File: config.mk
export PLATFORM = sky130hd
export DESIGN_NAME = aes_input_loader_flat
export DESIGN_NICKNAME = d
export VERILOG_FILES = /design/src/rtl/aes_input_loader_if.sv /design/src/rtl/aes_input_loader.sv /design/src/flat_wrapper.sv
export SDC_FILE = /design/constraint.sdc
export NUM_CORES = 1
export LEC_CHECK = 0
export BUFFER_PORTS_ARGS = -buffer_cell sky130_fd_sc_hd__buf_2
export CAP_MARGIN = 25
export CORE_MARGIN = 5
export CORE_UTILIZATION = 55
export DETAILED_ROUTE_END_ITERATION = 7
export PLACE_DENSITY = 0.83
export SYNTH_ARGS = -nofsm -noshare
export SYNTH_HDL_FRONTEND = slang
export SYNTH_SLANG_ARGS = --single-unit
File: constraint.sdc
create_clock -name clk -period 4.5 [get_ports clk]
set_input_delay 0.9 -clock clk [delete_from_list [all_inputs] [get_ports clk]]
set_output_delay 0.9 -clock clk [all_outputs]
set_load 0.005 [all_outputs]
File: src/rtl/aes_input_loader_if.sv
// Host/datapath bus of the AES input loader: byte stream in, Key/Data/mode and
// Load/E sequencing out, plus the loader's FSM state for observation.
interface aes_input_loader_if;
  // Byte stream handshake: a byte moves on a rising clk edge exactly when
  // in_valid and in_ready are both 1; in_valid with in_ready=0 is dropped.
  logic         start;
  logic [1:0]   mode_in;
  logic [7:0]   in_byte;
  logic         in_valid;
  logic         in_ready;
  logic [255:0] Key;
  logic [127:0] Data;
  logic [1:0]   mode;
  logic         Load;
  logic         E;
  logic         EndFlag;
  logic         busy;
  logic         done;
  logic         err;
  logic [2:0]   dbg_state;

  modport master (
    output start, mode_in, in_byte, in_valid, EndFlag,
    input  in_ready, Key, Data, mode, Load, E, busy, done, err, dbg_state
  );

  modport slave (
    input  start, mode_in, in_byte, in_valid, EndFlag,
    output in_ready, Key, Data, mode, Load, E, busy, done, err, dbg_state
  );
endinterface

File: src/rtl/aes_input_loader.sv
// Collects a key and one plaintext block from a byte stream, then sequences
// Load to key_expansion and E to cipher until cipher reports EndFlag.
module aes_input_loader #(
  parameter int KEY_WAIT = 5
) (
  input logic               clk,
  input logic               r,
  aes_input_loader_if.slave bus
);

  typedef enum logic [2:0] {
    S_IDLE = 3'd0,
    S_KEY  = 3'd1,
    S_DATA = 3'd2,
    S_LOAD = 3'd3,
    S_WAIT = 3'd4,
    S_RUN  = 3'd5
  } state_t;

  localparam logic [5:0] WAIT_LAST = 6'(KEY_WAIT - 1);
  localparam logic [5:0] DATA_LAST = 6'd15;

  state_t       state_q, state_d;
  logic [5:0]   cnt_q, cnt_d;
  logic [255:0] key_q, key_d;
  logic [127:0] data_q, data_d;
  logic [1:0]   mode_q, mode_d;
  logic         load_q, load_d;
  logic         e_q, e_d;
  logic         in_ready_q, in_ready_d;
  logic         busy_q, busy_d;
  logic         done_q, done_d;
  logic         err_q, err_d;
  logic [5:0]   key_last;
  logic         accept;

  // A byte counts only against the in_ready the host actually saw this cycle.
  assign accept = bus.in_valid & in_ready_q;

  always_comb begin
    case (mode_q)
      2'd1:    key_last = 6'd23;
      2'd2:    key_last = 6'd31;
      default: key_last = 6'd15;
    endcase
  end

  always_comb begin
    state_d = state_q;
    cnt_d   = cnt_q;
    key_d   = key_q;
    data_d  = data_q;
    mode_d  = mode_q;
    done_d  = 1'b0;
    err_d   = 1'b0;
    case (state_q)
      S_IDLE: begin
        if (bus.start) begin
          if (bus.mode_in == 2'd3) begin
            err_d = 1'b1;
          end else begin
            mode_d  = bus.mode_in;
            key_d   = '0;
            data_d  = '0;
            cnt_d   = '0;
            state_d = S_KEY;
          end
        end
      end
      S_KEY: begin
        if (accept) begin
          key_d = {key_q[247:0], bus.in_byte};
          if (cnt_q == key_last) begin
            cnt_d   = '0;
            state_d = S_DATA;
          end else begin
            cnt_d = cnt_q + 6'd1;
          end
        end
      end
      S_DATA: begin
        if (accept) begin
          data_d = {data_q[119:0], bus.in_byte};
          if (cnt_q == DATA_LAST) begin
            cnt_d   = '0;
            state_d = S_LOAD;
          end else begin
            cnt_d = cnt_q + 6'd1;
          end
        end
      end
      S_LOAD: begin
        cnt_d   = '0;
        state_d = S_WAIT;
      end
      S_WAIT: begin
        // Hold off E while key_expansion primes its round-key pipeline.
        if (cnt_q == WAIT_LAST) begin
          cnt_d   = '0;
          state_d = S_RUN;
        end else begin
          cnt_d = cnt_q + 6'd1;
        end
      end
      S_RUN: begin
        if (bus.EndFlag) begin
          done_d  = 1'b1;
          state_d = S_IDLE;
        end
      end
      default: state_d = S_IDLE;
    endcase
    // Strobes follow the state being entered so every output is a flop.
    load_d     = (state_d == S_LOAD);
    e_d        = (state_d == S_RUN);
    in_ready_d = (state_d == S_KEY) || (state_d == S_DATA);
    busy_d     = (state_d != S_IDLE);
  end

  always_ff @(posedge clk) begin
    if (r) begin
      state_q    <= S_IDLE;
      cnt_q      <= '0;
      key_q      <= '0;
      data_q     <= '0;
      mode_q     <= '0;
      load_q     <= 1'b0;
      e_q        <= 1'b0;
      in_ready_q <= 1'b0;
      busy_q     <= 1'b0;
      done_q     <= 1'b0;
      err_q      <= 1'b0;
    end else begin
      state_q    <= state_d;
      cnt_q      <= cnt_d;
      key_q      <= key_d;
      data_q     <= data_d;
      mode_q     <= mode_d;
      load_q     <= load_d;
      e_q        <= e_d;
      in_ready_q <= in_ready_d;
      busy_q     <= busy_d;
      done_q     <= done_d;
      err_q      <= err_d;
    end
  end

  assign bus.Key       = key_q;
  assign bus.Data      = data_q;
  assign bus.mode      = mode_q;
  assign bus.Load      = load_q;
  assign bus.E         = e_q;
  assign bus.in_ready  = in_ready_q;
  assign bus.busy      = busy_q;
  assign bus.done      = done_q;
  assign bus.err       = err_q;
  assign bus.dbg_state = state_q;

endmodule

File: src/flat_wrapper.sv
// flat-port wrapper written by rule: the top's interface ports become plain ports
module aes_input_loader_flat 
#(
  parameter int KEY_WAIT = 5
)
  (clk, r, bus_start, bus_mode_in, bus_in_byte, bus_in_valid, bus_EndFlag, bus_in_ready, bus_Key, bus_Data, bus_mode, bus_Load, bus_E, bus_busy, bus_done, bus_err, bus_dbg_state);
  aes_input_loader_if bus_i ();
  input logic clk;
  input logic r;
  input wire logic [$bits(bus_i.start)-1:0] bus_start;
  input wire logic [$bits(bus_i.mode_in)-1:0] bus_mode_in;
  input wire logic [$bits(bus_i.in_byte)-1:0] bus_in_byte;
  input wire logic [$bits(bus_i.in_valid)-1:0] bus_in_valid;
  input wire logic [$bits(bus_i.EndFlag)-1:0] bus_EndFlag;
  output wire logic [$bits(bus_i.in_ready)-1:0] bus_in_ready;
  output wire logic [$bits(bus_i.Key)-1:0] bus_Key;
  output wire logic [$bits(bus_i.Data)-1:0] bus_Data;
  output wire logic [$bits(bus_i.mode)-1:0] bus_mode;
  output wire logic [$bits(bus_i.Load)-1:0] bus_Load;
  output wire logic [$bits(bus_i.E)-1:0] bus_E;
  output wire logic [$bits(bus_i.busy)-1:0] bus_busy;
  output wire logic [$bits(bus_i.done)-1:0] bus_done;
  output wire logic [$bits(bus_i.err)-1:0] bus_err;
  output wire logic [$bits(bus_i.dbg_state)-1:0] bus_dbg_state;
  assign bus_i.start = bus_start;
  assign bus_i.mode_in = bus_mode_in;
  assign bus_i.in_byte = bus_in_byte;
  assign bus_i.in_valid = bus_in_valid;
  assign bus_i.EndFlag = bus_EndFlag;
  assign bus_in_ready = bus_i.in_ready;
  assign bus_Key = bus_i.Key;
  assign bus_Data = bus_i.Data;
  assign bus_mode = bus_i.mode;
  assign bus_Load = bus_i.Load;
  assign bus_E = bus_i.E;
  assign bus_busy = bus_i.busy;
  assign bus_done = bus_i.done;
  assign bus_err = bus_i.err;
  assign bus_dbg_state = bus_i.dbg_state;
  aes_input_loader #(.KEY_WAIT(KEY_WAIT)) u_core (.clk(clk), .r(r), .bus(bus_i));
endmodule
==> results.md, run 1 <==
- Unrepaired setup endpoints after global routing: false
- # setup viols final: 0
- Actual slew at the worst max-slew pin: roughly 1300 ps
- Drt first pass iters: 7
- DRC violations left: 0
- ANT nets after route: 0
- CTS buffer count: 41
- Post-synthesis area per instance: approximately 8.1 um^2
- Clock Skews: 13.67 ps
- Status: completed
- Nets: 2,136
- Final hold violation count: 0
- CTS tree: yes
- Clock Sinks: about 400
- Layout cell share with drive strength beyond 1: 23.18%
- Worst setup SP type: flip-flop
- # rows: 60
- Cts repair resizes: 0
- Starting DRT DRC Count: ~1,500
- Rel. slew slack: 12.50%
- Setup bufs post-CTS: 0
- Cell area after synthesis: 0.01487 mm^2
- Clock buffer depth: 3
- Port Buffers: about 400
- Crit. End Element: flip-flop
- Yosys warns: 0
- Die Height: 174.4 um
- Antenna violations before repair: 1
- Critical Path AT: 3530 ps
- GRT Total Usage: 27.23%
- Reg clk slew, reported paths: around 60 ps
- Top Ports: slightly above 400
- Core region area: roughly 0.027 mm^2
- GP Congestion: 0.8601
- Post-placement setup slack: 1652 ps
- Hold WC Path Type: reg2reg
- Initial Utilization: about 55%
- Worst skew pair latency: between 500 and 600 ps
- Tot Pwr: between 7000 and 8000 uW
- First-pass GRT wire length: 70,500 um
- Peak supply drop: 0.2857 mV
- Crit path time final: 3099 ps
- Setup TNS: 0 ps
- Wire length per cell: around 18 um
- Slew Limit Fails: 0
- Sequential fraction of the synthesis area: roughly 54%
- Via Count: 14,500
- Power per Cell Area: 404.7 mW/mm^2
- Max-cap viol count: 0
- CP Class: reg2reg
- Critical Path RT: 4930 ps
- CTS root buffer: clkbuf_16
- Largest net degree at the start of global routing: 257
- DRT Wirelength: 44,570 um
- Max Clk Rate: 0.3226 GHz
- Area grow syn2layout: 21.93%
- Hold_buf cts: 0
- Tcrit/Tclk final: 68.88%
- H-tree Lvls: 2
- Post-synthesis cell type count: 34
- Syn Inst Count: between 1,500 and 2,000
- Die Footprint: 0.03042 mm^2
- Vias in the first global route: 13,220
- Post-Syn Nets: about 1,900
- Total grt overflow: 0
- CP max FO: roughly 260
- FF+latch count, synth: between 400 and 500
- Dpl hpwl: 28,120 um
- Fin util: 67.63%
- Leakage: 0.007157 uW
- Drt via density: 5.825
- DIE WIDTH: approximately 170 um
- Fin worst setup slack: around 1400 ps
[report_power, final]
| group | internal (uW) | total (uW) | switching (uW) |
|---|---|---|---|
| Clock | 2010 | 3360 | 1350 |
| Sequential | 3560 | 3560 | 7.70 |
| Combinational | 54.9 | 415 | 360 |
[routing by layer]
layer  wire length (um)  GRT usage (%)
met2              21360          44.32
met1              17780          35.10
met4               1553          9.601
met3               3884          7.264
met5                  0              0
[cell usage in the layout, fill, tap and decap left out, types with 3 or more instances in the layout]
master     count
a21oi_1      390
a31oi_1        7
and3_1         3
buf_12         5
buf_2        408
buf_4         12
clkbuf_1      11
clkbuf_16     44
clkbuf_8      10
clkinv_2       6
dfxtp_1      400
ha_1           3
inv_1          5
nand2_1      395
nand3_1      265
nand3b_1       4
nand4_1      128
nor2_1         8
nor2b_1        6
nor3_1         5
nor3b_1        3
o21ai_0        5
[cells by family after synthesis]
group	synth area share, %
AO/OA/AOI/OAI	14.03
XOR/XNOR	0.1179
adder cells (fa/ha/maj)	0.2525
buffers and inverters	5.580
flip-flops	54.00
multiplexers	0.1347
AND/OR/NAND/NOR	25.88
[cell usage after synthesis, drive strengths merged]
master,n,share of area [%]
nand3b,4,0.20
mux2i,2,0.13
dfxtp,401,54
a31oi,7,0.29
nor2b,6,0.25
nor2,10,0.27
nand3,265,8.9
o221ai,1,0.10
inv,5,0.13
nand2,395,10
or3,1,0.042
nor3,5,0.17
nand4b,3,0.22
buf,69,2.4
o21ai,7,0.26
a21oi,390,13
nand2b,2,0.084
nor3b,3,0.15
o2bb2ai,1,0.059
nand4,128,5.4
ha,3,0.25
a21boi,2,0.13
a211o,1,0.059
xnor2,2,0.12
and2,1,0.042
or2,1,0.042
and3,3,0.13
clkbuf,121,3.1
[worst max-delay path, cell delays in order (launching register included)]
cell,delay [ps]
dfxtp_1,430
nor2_4,630
nand4b_2,340
o21ai_4,160
buf_12,570
nand3_1,260
a21oi_1,240
[final timing paths]
path                                            to                               start  slack (ps)  cells past startpoint
hold reg to reg   u_core.bus.Key[251]$_SDFFE_PP0P_    u_core.bus.Key[251]$_SDFFE_PP0P_         450                      2
setup reg to reg  u_core.bus.Key[193]$_SDFFE_PP0P_  u_core.bus.dbg_state[0]$_SDFF_PP0_        1400                      6
hold / removal    u_core.bus.Key[251]$_SDFFE_PP0P_    u_core.bus.Key[251]$_SDFFE_PP0P_         450                      2
setup / recovery  u_core.bus.Key[193]$_SDFFE_PP0P_  u_core.bus.dbg_state[0]$_SDFF_PP0_        1400                      6
[sequential cells by signal (all words and copies together) (netlist names)]
name,count
u_core.bus.Load,1
u_core.bus.Data,128
u_core.bus.in_ready,1
u_core.bus.dbg_state,3
u_core.cnt_q,6
u_core.bus.err,1
u_core.bus.mode,2
u_core.bus.busy,1
u_core.bus.Key,256
u_core.bus.done,1
u_core.bus.E,1
[per-stage QoR]
step                      cells  instance area, um^2  hold WS [ps]
after global placement     2416                16770         435.7
after CTS                  2489                18120         450.9
after detailed placement   2416                16770         442.9
final                      2490                18120         449.0
after global routing       2490                18120         470.1
after floorplan            1839                14870         448.3
[area by class of cell]
cell class | count | area, um^2
fillers | 2194 | 8676
flip-flops and latches | 401 | 8031
multi-input cells | 1243 | 6050
repair buffers | 426 | 2247
clock buffers | 65 | 1280
well taps | 341 | 426.7
clock inverters | 8 | 68.82
inverters | 5 | 18.77
diodes | 1 | 2.502
Note: power is estimated with default switching activity, not from simulation.
==> inputs of run 2 (changes only) <==
--- a/config.mk
+++ b/config.mk
@@ -5,12 +5,13 @@
 export SDC_FILE = /design/constraint.sdc
 export NUM_CORES = 1
 export LEC_CHECK = 0
+export ABC_AREA = 1
 export BUFFER_PORTS_ARGS = -buffer_cell sky130_fd_sc_hd__buf_2
 export CAP_MARGIN = 25
 export CORE_MARGIN = 5
-export CORE_UTILIZATION = 55
+export CORE_UTILIZATION = 47
 export DETAILED_ROUTE_END_ITERATION = 7
-export PLACE_DENSITY = 0.83
+export PLACE_DENSITY = 0.76
 export SYNTH_ARGS = -nofsm -noshare
 export SYNTH_HDL_FRONTEND = slang
 export SYNTH_SLANG_ARGS = --single-unit
==> constraint.sdc (replaced) <==
create_clock -name clk -period 2.7 [get_ports clk]
set_input_delay 0.54 -clock clk [delete_from_list [all_inputs] [get_ports clk]]
set_output_delay 0.54 -clock clk [all_outputs]
set_load 0.005 [all_outputs]
==> run 2 against run 1 <==
  * Critical path depth up 3
  * Wire length up 3.7%
  * Synthesized area up 0.58%
  * Power up 94%
  * Critical path type unchanged
==> results.md, run 2 <==
- CP max FO: 109 (-57%)
- Crit. End Element: flip-flop
- Post-synthesis cell type count: 21 (-38%)
- Async S/R FF share, synth: 0% (unchanged)
- Gate power share: 12.1% (+6.4 points)
- Antenna violations before repair: 3 (+2)
- CP max stage delay: 600 ps (-30 ps)
- Dpl hpwl: 28,990 um (+3.1%)
- Die Footprint: 0.03548 mm^2 (+17%)
- Sw frac: 26.38% (+2.9 points)
- Area grow syn2layout: 23.39%
- Yosys warns: 0 (unchanged)
- Largest cells by area after synthesis: dfxtp_1 (54%), a21oi_1 (13%), o21ai_0 (8.5%)
- Most frequent cells in the layout: buf_2 (408), dfxtp_1 (401), a21oi_1 (392), nor2_1 (284), o21ai_0 (255)
- Slew Limit Fails: 0 (unchanged)
- CP Class: reg2reg
- CTS root buffer: clkbuf_16
- Most numerous cell in the Yosys netlist: dfxtp_1
- Number of enable flip-flop cells after synthesis: 0 (unchanged)
- Final hold violation count: 0 (unchanged)
- Drt via density: 5.572 (-4.3%)
- # rows: 65 (+8.3%)
- Crit path time final: 2481 ps (-618.6 ps)
- Clock Sinks: 401 (unchanged)
- Reg clk slew, reported paths: 60 ps (about the same)
- Int Pwr: 10,450 uW (+86%)
- Leakage: 0.008102 uW (+13%)
- GP Congestion: 0.8489 (-1.3%)
- Most common cell after layout, fill and taps aside: buf_2
- Setup TNS: 0 ps (unchanged)
- Met3 wire len: 4073 um (+4.9%)
- Top Ports: 410 (unchanged)
- DRC violations left: 0 (unchanged)
- Clock network power share: 41.5% (-4.3 points)
- Max Clk Rate: 0.4031 GHz (+25%)
- Post-synthesis area per instance: 7.928 um^2 (-1.9%)
- Met2 Routed Length: 21,820 um (+2.2%)
- DIE WIDTH: 188.4 um (+8.0%)
- Die Height: 188.4 um (+8.0%)
- Syn Inst Count: 1,886 (+2.6%)
- Post-placement setup slack: 166.9 ps (-1485 ps)
- Power per Cell Area: 769.6 mW/mm^2 (+90%)
- Nets: 2,191 (+2.6%)
- Synth top cells by count: dfxtp_1 (401), a21oi_1 (392), nor2_1 (285)
- Fill count: 2,882 (+31%)
- Share of power burned in registers: 46.5% (-2.1 points)
- Actual slew at the worst max-slew pin: 1394 ps (+81.40 ps)
- Fin worst setup slack: 219.1 ps (-1181 ps)
- Most area-hungry cell type in the Yosys netlist: dfxtp_1
- Unrepaired setup endpoints after global routing: false
- Port Buffers: 409 (unchanged)
- Placed cell area: 0.01702 mm^2 (+1.4%)
- Hold WC Path Type: in2reg
- ANT nets after route: 0 (unchanged)
- Clock buffer depth: 3 (unchanged)
- Worst skew pair latency: 530 ps (about the same)
- Setup bufs post-CTS: 0 (unchanged)
- DRT Wirelength: 46,200 um (+3.7%)
- Initial Utilization: 47.51% (-8.0 points)
- Largest register FFs: 256 (unchanged)
- Tcrit/Tclk final: 91.88% (+23 points)
- Cell area after synthesis: 0.01495 mm^2 (+0.58%)
- GRT Total Usage: 24.15% (-3.1 points)
- Delay-heaviest family, CP: buffers and inverters
- Peak supply drop: 0.5906 mV (+110%)
- Top Metal Used: met4
- Core region area: 0.03147 mm^2 (+17%)
- Max-cap viol count: 0 (unchanged)
- Starting DRT DRC Count: 1,491 (-0.47%)
- Largest net degree at the start of global routing: 260 (+1.2%)
- Critical Path RT: 3150 ps (-1780 ps)
- WHS: 278.8 ps (-170.2 ps)
- Drt first pass iters: 5 (-2)
- Finished Cell Area: 0.01845 mm^2 (+1.8%)
- Total grt overflow: 0 (unchanged)
- Clock Skews: 14.98 ps (+1.306 ps)
- Via Count: 14,540 (+0.26%)
- Worst setup SP type: flip-flop
- CTS buffer count: 42 (+2.4%)
- Synth top area share: 53.69% (-0.31 points)
- CP Buf/Inv Count: 4 (+3)
- WL met1: 19,100 um (+7.4%)
- CP Cell Sequence: inv_2 > nand2_1 > nor3_1 > inv_1 > nand2_8 > inv_12 > buf_12 > a21oi_1 > nor2_1
- First-pass GRT wire length: 72,530 um (+2.9%)
- Vias in the first global route: 13,060 (-1.2%)
- Post-Syn Nets: 1,904 (+2.5%)
- CTS tree: yes
- Predominant post-synthesis flop cell: dfxtp_1
- Critical-path top delay cell: dfxtp_1
- FF+latch count, synth: 401 (unchanged)
- Sequential fraction of the synthesis area: 53.69% (-0.31 points)
- Layout cell share with drive strength beyond 1: 22.95% (-0.24 points)
- Psw: 3745 uW (+120%)
- H-tree Lvls: 2 (unchanged)
- # setup viols final: 0 (unchanged)
- Status: completed
- Critical Path AT: 2930 ps (-600 ps)
- Rel. slew slack: 7.076% (-5.4 points)
- Wire length per cell: 17.70 um (-1.1%)
-- run 2: metal layers --
metal,track usage (%),up-vias
li1,-,7070
met1,31.90,6822
met2,38.88,581
met3,6.651,69
met4,7.343,0
met5,0,-
-- run 2: area by class of cell --
cell class,count,area (um^2),area share [%]
clock buffer,61,1234,6.687
inverter,29,127.6,0.6918
clock inverter,15,187.7,1.017
multi-input combinational,1270,6012,32.59
antenna,3,7.507,0.04069
tap,402,503.0,2.726
timing repair buffer,429,2350,12.74
sequential,401,8028,43.51
-- run 2: worst paths after layout --
| kind | slack [ps] | from | endpoint | cells after the start |
|---|---|---|---|---|
| max | 220 | u_core.bus.dbg_state[0]$_SDFF_PP0_ | u_core.bus.Key[116]$_SDFFE_PP0P_ | 9 |
| min | 280 | bus_start | u_core.bus.err$_SDFF_PP0_ | 3 |
| min reg2reg | 470 | u_core.bus.Data[127]$_SDFFE_PP0P_ | u_core.bus.Data[127]$_SDFFE_PP0P_ | 2 |
| max reg2reg | 220 | u_core.bus.dbg_state[0]$_SDFF_PP0_ | u_core.bus.Key[116]$_SDFFE_PP0P_ | 9 |
-- run 2: cells by family after synthesis --
family | Yosys count | share of synthesized area [%]
flops | 401 | 53.69
simple gates | 613 | 17.82
compound gates | 654 | 21.91
fa+ha+maj | 3 | 0.2511
buf+inv | 215 | 6.326
-- run 2: per-stage QoR --
step | cells | total power [uW] | util [%]
2_1_floorplan | 1886 | 7711 | -
3_3_place_gp | 2531 | 8392 | 54.06
3_5_place_dp | 2531 | 8424 | 54.06
4_1_cts | 2607 | 14300 | 58.58
5_1_grt | 2610 | 14830 | 58.62
6_report | 2610 | 14200 | 58.62
-- run 2: what timing repair did --
action                     4_1_cts  5_1_grt
setup endpoints to repair        0      105
gates resized for setup          0        2
hold endpoints to repair         0        0
hold buffers                     0        0
-- run 2: worst reg2reg max path: stages, from the launching register on --
cell     delay (ps)
dfxtp_1         600
inv_2           120
nand2_1         130
nor3_1           80
inv_1           260
nand2_8         190
inv_12          320
buf_12          450
a21oi_1         110
nor2_1          160
-- run 2: power by group through the flow --
stage          clock (uW)  combinational, uW  sequential (uW)
2_1_floorplan           0               1040             6670
3_5_place_dp            0               1710             6720
3_3_place_gp            0               1680             6710
5_1_grt              6270               1920             6640
4_1_cts              5990               1720             6590
6_report             5890               1710             6600
